<file path="config.mk">
export PLATFORM = sky130hd
export DESIGN_NAME = regfile_sequencer_flat
export DESIGN_NICKNAME = d
export VERILOG_FILES = /design/src/rtl/risc_pkg.sv /design/src/rtl/regfile_sequencer_if.sv /design/src/rtl/regfile_sequencer.sv /design/src/flat_wrapper.sv
export SDC_FILE = /design/constraint.sdc
export NUM_CORES = 1
export LEC_CHECK = 0
export BUFFER_PORTS_ARGS = -buffer_cell sky130_fd_sc_hd__buf_2
export CORE_ASPECT_RATIO = 0.75
export CORE_MARGIN = 4
export CORE_UTILIZATION = 35
export DETAILED_ROUTE_END_ITERATION = 7
export PLACE_DENSITY = 0.61
export SYNTH_ARGS = -nofsm -noshare
export SYNTH_HDL_FRONTEND = slang
export SYNTH_SLANG_ARGS = --single-unit
</file>
<file path="constraint.sdc">
create_clock -name clk -period 3.25 [get_ports clk]
set_input_delay 0.1625 -clock clk [delete_from_list [all_inputs] [get_ports clk]]
set_output_delay 0.1625 -clock clk [all_outputs]
set_load 0.02 [all_outputs]
</file>
<file path="src/rtl/risc_pkg.sv">
// Shared constants, instruction field layout and sequencer state encoding
// for the register-file operand-fetch/writeback path.
package risc_pkg;

    localparam int DATA_W   = 16;
    localparam int REG_ID_W = 4;
    localparam int INSTR_W  = 16;
    localparam int OPC_W    = 4;
    localparam int RET_W    = 16;

    // Instruction layout: [15:12] opcode, [11:8] dest, [7:4] src1, [3:0] src2
    localparam int OPC_LSB  = 12;
    localparam int DEST_LSB = 8;
    localparam int SRC1_LSB = 4;
    localparam int SRC2_LSB = 0;

    typedef enum logic [2:0] {
        ST_IDLE     = 3'd0,
        ST_READ     = 3'd1,
        ST_ISSUE    = 3'd2,
        ST_WAIT_RES = 3'd3,
        ST_WRITE    = 3'd4
    } seq_state_e;

endpackage

</file>
<file path="src/rtl/regfile_sequencer_if.sv">
// Bundles the instruction, register-file, ALU and status signals of the
// sequencer; master is the sequencer side, slave the surrounding datapath.
interface regfile_sequencer_if;
    import risc_pkg::*;

    logic                instr_valid;
    logic                instr_ready;
    logic [INSTR_W-1:0]  instr;
    logic                instr_wb;

    logic                rd1;
    logic                rd2;
    logic                wn1;
    logic                wn2;
    logic [REG_ID_W-1:0] reg_id1;
    logic [REG_ID_W-1:0] reg_id2;
    logic [DATA_W-1:0]   write_data1;
    logic [DATA_W-1:0]   write_data2;
    logic [DATA_W-1:0]   read_data1;
    logic [DATA_W-1:0]   read_data2;

    logic                op_valid;
    logic                op_ready;
    logic [OPC_W-1:0]    op_code;
    logic [DATA_W-1:0]   op_a;
    logic [DATA_W-1:0]   op_b;

    logic                res_valid;
    logic                res_ready;
    logic [DATA_W-1:0]   res_data;

    logic [RET_W-1:0]    retired;

    modport master (
        input  instr_valid, instr, instr_wb,
        input  read_data1, read_data2,
        input  op_ready, res_valid, res_data,
        output instr_ready,
        output rd1, rd2, wn1, wn2, reg_id1, reg_id2, write_data1, write_data2,
        output op_valid, op_code, op_a, op_b,
        output res_ready, retired
    );

    modport slave (
        output instr_valid, instr, instr_wb,
        output read_data1, read_data2,
        output op_ready, res_valid, res_data,
        input  instr_ready,
        input  rd1, rd2, wn1, wn2, reg_id1, reg_id2, write_data1, write_data2,
        input  op_valid, op_code, op_a, op_b,
        input  res_ready, retired
    );

endinterface

</file>
<file path="src/rtl/regfile_sequencer.sv">
// Serialises one instruction at a time through operand fetch, ALU issue,
// result collection and optional writeback on register-file port 1.
module regfile_sequencer
    import risc_pkg::*;
(
    input  logic                clk,
    input  logic                reset,
    regfile_sequencer_if.master bus
);

    seq_state_e          state_q, state_d;
    logic [INSTR_W-1:0]  instr_q, instr_d;
    logic                wb_q, wb_d;
    logic [DATA_W-1:0]   op_a_q, op_a_d;
    logic [DATA_W-1:0]   op_b_q, op_b_d;
    logic [DATA_W-1:0]   res_q, res_d;
    logic [RET_W-1:0]    retired_q, retired_d;

    logic                instr_ready_c;
    logic                rd_c;
    logic                wn1_c;
    logic [REG_ID_W-1:0] id1_c;
    logic [REG_ID_W-1:0] id2_c;
    logic [DATA_W-1:0]   wdata1_c;
    logic                op_valid_c;
    logic                res_ready_c;

    always_ff @(posedge clk or posedge reset) begin
        if (reset) begin
            state_q   <= ST_IDLE;
            instr_q   <= '0;
            wb_q      <= 1'b0;
            op_a_q    <= '0;
            op_b_q    <= '0;
            res_q     <= '0;
            retired_q <= '0;
        end else begin
            state_q   <= state_d;
            instr_q   <= instr_d;
            wb_q      <= wb_d;
            op_a_q    <= op_a_d;
            op_b_q    <= op_b_d;
            res_q     <= res_d;
            retired_q <= retired_d;
        end
    end

    always_comb begin
        state_d       = state_q;
        instr_d       = instr_q;
        wb_d          = wb_q;
        op_a_d        = op_a_q;
        op_b_d        = op_b_q;
        res_d         = res_q;
        retired_d     = retired_q;
        instr_ready_c = 1'b0;
        rd_c          = 1'b0;
        wn1_c         = 1'b0;
        id1_c         = '0;
        id2_c         = '0;
        wdata1_c      = '0;
        op_valid_c    = 1'b0;
        res_ready_c   = 1'b0;

        case (state_q)
            ST_IDLE: begin
                instr_ready_c = 1'b1;
                if (bus.instr_valid) begin
                    instr_d = bus.instr;
                    wb_d    = bus.instr_wb;
                    state_d = ST_READ;
                end
            end
            ST_READ: begin
                // Register file read data is combinational, so operands land this edge.
                rd_c    = 1'b1;
                id1_c   = instr_q[SRC1_LSB +: REG_ID_W];
                id2_c   = instr_q[SRC2_LSB +: REG_ID_W];
                op_a_d  = bus.read_data1;
                op_b_d  = bus.read_data2;
                state_d = ST_ISSUE;
            end
            ST_ISSUE: begin
                op_valid_c = 1'b1;
                if (bus.op_ready) begin
                    state_d = ST_WAIT_RES;
                end
            end
            ST_WAIT_RES: begin
                res_ready_c = 1'b1;
                if (bus.res_valid) begin
                    res_d = bus.res_data;
                    if (wb_q) begin
                        state_d = ST_WRITE;
                    end else begin
                        retired_d = retired_q + 1'b1;
                        state_d   = ST_IDLE;
                    end
                end
            end
            ST_WRITE: begin
                wn1_c     = 1'b1;
                id1_c     = instr_q[DEST_LSB +: REG_ID_W];
                wdata1_c  = res_q;
                retired_d = retired_q + 1'b1;
                state_d   = ST_IDLE;
            end
            default: begin
                state_d = ST_IDLE;
            end
        endcase
    end

    assign bus.instr_ready = instr_ready_c;
    assign bus.rd1         = rd_c;
    assign bus.rd2         = rd_c;
    assign bus.wn1         = wn1_c;
    assign bus.wn2         = 1'b0;
    assign bus.reg_id1     = id1_c;
    assign bus.reg_id2     = id2_c;
    assign bus.write_data1 = wdata1_c;
    assign bus.write_data2 = '0;
    assign bus.op_valid    = op_valid_c;
    assign bus.op_code     = instr_q[OPC_LSB +: OPC_W];
    assign bus.op_a        = op_a_q;
    assign bus.op_b        = op_b_q;
    assign bus.res_ready   = res_ready_c;
    assign bus.retired     = retired_q;

endmodule

</file>
<file path="src/flat_wrapper.sv">
// flat-port wrapper written by rule: the top's interface ports become plain ports
module regfile_sequencer_flat import risc_pkg::*;
  (clk, reset, bus_instr_valid, bus_instr, bus_instr_wb, bus_read_data1, bus_read_data2, bus_op_ready, bus_res_valid, bus_res_data, bus_instr_ready, bus_rd1, bus_rd2, bus_wn1, bus_wn2, bus_reg_id1, bus_reg_id2, bus_write_data1, bus_write_data2, bus_op_valid, bus_op_code, bus_op_a, bus_op_b, bus_res_ready, bus_retired);
  regfile_sequencer_if bus_i ();
  input  logic clk;
  input  logic reset;
  input wire logic [$bits(bus_i.instr_valid)-1:0] bus_instr_valid;
  input wire logic [$bits(bus_i.instr)-1:0] bus_instr;
  input wire logic [$bits(bus_i.instr_wb)-1:0] bus_instr_wb;
  input wire logic [$bits(bus_i.read_data1)-1:0] bus_read_data1;
  input wire logic [$bits(bus_i.read_data2)-1:0] bus_read_data2;
  input wire logic [$bits(bus_i.op_ready)-1:0] bus_op_ready;
  input wire logic [$bits(bus_i.res_valid)-1:0] bus_res_valid;
  input wire logic [$bits(bus_i.res_data)-1:0] bus_res_data;
  output wire logic [$bits(bus_i.instr_ready)-1:0] bus_instr_ready;
  output wire logic [$bits(bus_i.rd1)-1:0] bus_rd1;
  output wire logic [$bits(bus_i.rd2)-1:0] bus_rd2;
  output wire logic [$bits(bus_i.wn1)-1:0] bus_wn1;
  output wire logic [$bits(bus_i.wn2)-1:0] bus_wn2;
  output wire logic [$bits(bus_i.reg_id1)-1:0] bus_reg_id1;
  output wire logic [$bits(bus_i.reg_id2)-1:0] bus_reg_id2;
  output wire logic [$bits(bus_i.write_data1)-1:0] bus_write_data1;
  output wire logic [$bits(bus_i.write_data2)-1:0] bus_write_data2;
  output wire logic [$bits(bus_i.op_valid)-1:0] bus_op_valid;
  output wire logic [$bits(bus_i.op_code)-1:0] bus_op_code;
  output wire logic [$bits(bus_i.op_a)-1:0] bus_op_a;
  output wire logic [$bits(bus_i.op_b)-1:0] bus_op_b;
  output wire logic [$bits(bus_i.res_ready)-1:0] bus_res_ready;
  output wire logic [$bits(bus_i.retired)-1:0] bus_retired;
  assign bus_i.instr_valid = bus_instr_valid;
  assign bus_i.instr = bus_instr;
  assign bus_i.instr_wb = bus_instr_wb;
  assign bus_i.read_data1 = bus_read_data1;
  assign bus_i.read_data2 = bus_read_data2;
  assign bus_i.op_ready = bus_op_ready;
  assign bus_i.res_valid = bus_res_valid;
  assign bus_i.res_data = bus_res_data;
  assign bus_instr_ready = bus_i.instr_ready;
  assign bus_rd1 = bus_i.rd1;
  assign bus_rd2 = bus_i.rd2;
  assign bus_wn1 = bus_i.wn1;
  assign bus_wn2 = bus_i.wn2;
  assign bus_reg_id1 = bus_i.reg_id1;
  assign bus_reg_id2 = bus_i.reg_id2;
  assign bus_write_data1 = bus_i.write_data1;
  assign bus_write_data2 = bus_i.write_data2;
  assign bus_op_valid = bus_i.op_valid;
  assign bus_op_code = bus_i.op_code;
  assign bus_op_a = bus_i.op_a;
  assign bus_op_b = bus_i.op_b;
  assign bus_res_ready = bus_i.res_ready;
  assign bus_retired = bus_i.retired;
  regfile_sequencer u_core (.clk(clk), .reset(reset), .bus(bus_i));
endmodule
</file>
==> impl_metrics.py <==
metrics = {
    "power_and_ir_drop": {
        "p_comb_frac": 0.384,
        "power.total_uw": 4330,
        "leakage_uw": 0.00242,
        "ir_drop_uv": 445,
        "pwr_density_cell_nw_per_um2": 906,
        "p_sw_uw": 1520,
        "seqPwrFrac": 0.412,
        "clkPwrFrac": 0.204,
        "p_int_uw": 2810,
        "power_switching_share": 0.350,
    },
    "synth": {
        "syn_avg_cell_area_um2": 14.2,
        "synthSimpleGateAreaFrac": 0.0983,
        "synthDistinctLibCells": 33,
        "synth_top_family_by_area": "multiplexers",
        "synth-xor-area-share": 0.0348,
        "ys_ff_latch": 84,
        "synthAdderAreaFrac": 0.00331,
        "syn_inst": 267,
        "synth_top_area_share": 0.556,
        "ys_warn_count": 0,
        "yosys.area.top_type": "dfrtp_1",
        "synth_area_leaders": "dfrtp_1, mux2_2, buf_4",
        "yosysSeqAreaShare": 0.556,
        "syn-cell-area_um2": 3780,
        "synth_mux_area_frac": 0.209,
        "synth-compound-area-share": 0.0242,
    },
    "die": {
        "ios": 169,
        "die_area_um2": 12500,
        "die_y_um": 98,
        "core-area_um2": 10400,
        "die_w_um": 128,
        "fp-row-count": 32,
        "floorplan.initialDensity": 0.363,
    },
    "route": {
        "drt_iter0_markers": 31,
        "routedWlPerCell_um": 14.8,
        "finalWirelength_mm": 8.22,
        "antenna_left": 0,
        "first_pass_iters": 4,
        "vias_per_cell": 4.45,
        "vias": 2467,
        "route.detailed.drc": 0,
    },
    "timing": {
        "worstMarginPinSlew_ns": 0.993,
        "fin_crit_ns": 2.18,
        "grt_setup_unrepaired": "no",
        "hold_viol": 0,
        "finalSetupTns_ns": 0,
        "max-slew-margin-rel": 0.337,
        "skew_ns": 0.00426,
        "timing.fmax_mhz": 459,
        "drv_slew": 0,
        "fin_crit_sh": 0.670,
        "finalSetupViolCount": 0,
    },
    "global_route": {
        "grt_pass1_wl_mm": 13.0,
        "grt_remaining_overflow": 0,
        "grt_pass1_vias": 2606,
        "grt_start_max_net_pins": 59,
        "grt_antenna_before_repair": 0,
        "track_usage": 0.131,
    },
    "setup_path": {
        "crit_chain": "nor3b_4 > buf_4 > a22o_1 > buf_2",
        "arrival_ns": 2.01,
        "r2r-start": "u_core.state_q[1]",
        "crit_start": "u_core.state_q[0]",
        "critical_path_required_ns": 3.09,
        "cp_num_buf_inv": 2,
        "path_class": "register to primary output",
        "cp-end-kind": "primary output",
        "reg2reg_depth": 3,
        "critPathMaxStageDelay_ns": 0.59,
        "critPathSlowestCell": "dfrtp_1",
        "reg2reg_slack_ns": 1.17,
        "reg2reg_to": "u_core.instr_q[11]",
        "critPathTopFamily": "buffers and inverters",
        "worstPathMaxFanout": 42,
        "start_kind": "register",
    },
    "cells_and_area": {
        "diodes": 0,
        "fin_util": 0.459,
        "syn_to_final_growth_pct": 26.3,
        "drive_gt1_frac": 0.572,
        "fillCellCount": 994,
        "fin_nets": 485,
        "seqCellArea_um2": 2100,
        "multi_input_area_um2": 1470,
    },
    "clock_network": {
        "cts_hold_buf": 0,
        "clkTransAtPathRegs_ns": 0.06,
        "clock_path_buffers": 2,
        "cts_tree": "yes",
        "root_buffer": "clkbuf_16",
        "clock_sinks": 84,
        "clk_latency_ns": 0.32,
        "cts_inserted_buffers": 9,
        "cts_resized": 0,
        "postCtsSetupBuffers": 0,
        "h-tree-depth": 3,
    },
    "placement": {
        "numPortBuffers": 151,
        "place_congestion": 0.703,
        "hpwl_mm": 6.06,
    },
    "status": {
        "status": "completed",
    },
    "run": {
        "maxCapViolations": 0,
    },
    "hold_path": {
        "min_path_type": "primary input to asynchronous set/reset pin",
    },
}
[synthesized netlist by cell type (all sizes together)]
cell and instances:
inv 1, conb 1, nand4b 2, xor2 1
mux2 66, dfrtp 84, and2 24, and4 1
a22o 4, buf 32, nand3 6, nor2 2
xnor2 14, o2bb2ai 1, nand2 5, nor3b 3
clkbuf 2, o21bai 2, and3 7, a31oi 1
nand4 4, o22a 1, ha 1, nor3 1
mux2i 1
[registers in the layout, indices dropped and copies added (netlist names)]
register / cells
u_core.bus.op_a: 16
u_core.state_q: 3
u_core.bus.retired: 16
u_core.wb_q: 1
u_core.instr_q: 16
u_core.res_q: 16
u_core.bus.op_b: 16
[logic make-up after synthesis]
kind of cell             count (synthesis)
flip-flops                              84
multiplexers                            67
AND/OR/NAND/NOR                         55
buffers and inverters                   35
XOR/XNOR                                15
AO/OA/AOI/OAI                            9
adder cells (fa/ha/maj)                  1
other                                    1
[power by group through the flow]
stage / combinational (uW) / sequential [uW] / clock [uW]
after floorplan: 1060 / 2000 / 0
after global placement: 1660 / 1780 / 0
after detailed placement: 1690 / 1800 / 0
after CTS: 1700 / 1790 / 928
after global routing: 1790 / 1860 / 970
final: 1660 / 1780 / 882
[worst register-to-register path: cells and delay by family, from the launching register on]
family           cells  cell delay [ns]
and+or+nand+nor      2             1.00
DFF                  1             0.55
muxes                1             0.42
[stage by stage]
stage,hold slack (ns),cell area (um2),setup WS (ns),instances
after CTS,0.0455,4770,1.02,554
after floorplan,0.267,3840,0.922,283
after global placement,0.395,4520,1.19,539
final,0.0412,4770,1.07,554
after detailed placement,0.397,4520,1.17,539
after global routing,0.0476,4770,0.931,554
[worst max path at each step]
stage / endpoint / cells past startpoint
2_1_floorplan: u_core.bus.op_a[0] / 1
3_3_place_gp: u_core.instr_q[9] / 3
3_5_place_dp: u_core.instr_q[14] / 3
4_1_cts: bus_reg_id1[3] / 4
5_1_grt: bus_reg_id1[3] / 4
6_report: bus_reg_id1[3] / 4
[area by class of cell]
| type | count | area share |
|---|---|---|
| clock buffer | 12 | 0.0495 |
| clock inverter | 3 | 0.00314 |
| inverter | 1 | 0.00105 |
| multi-input combinational | 164 | 0.307 |
| sequential | 84 | 0.440 |
| tap | 136 | 0.0356 |
| timing repair buffer | 154 | 0.163 |
[layer usage]
layer | up-vias | track usage | wire length, um
met1 | 1169 | 0.164 | 3540
met5 | - | 0 | 0
li1 | 1178 | - | -
met2 | 109 | 0.202 | 3660
met3 | 11 | 0.0618 | 916
met4 | 0 | 0.0392 | 99
[cells in the final DEF, fill, tap and decap left out, types with 2 or more instances in the layout]
cell type / Yosys / layout
nand2_1: 5 / 5
buf_2: 1 / 151
conb_1: 1 / 17
nor2_1: 2 / 2
mux2_2: 56 / 56
nand3_1: 6 / 6
nand4_1: 4 / 4
mux2_4: 10 / 10
a22o_1: 4 / 4
clkinv_2: 0 / 4
xnor2_1: 14 / 14
dfrtp_1: 84 / 84
buf_4: 26 / 3
clkbuf_1: 2 / 3
and2_1: 24 / 24
clkbuf_16: 0 / 9
and3_1: 7 / 7
nor3b_4: 1 / 2
(Power assumes the default switching activity.)
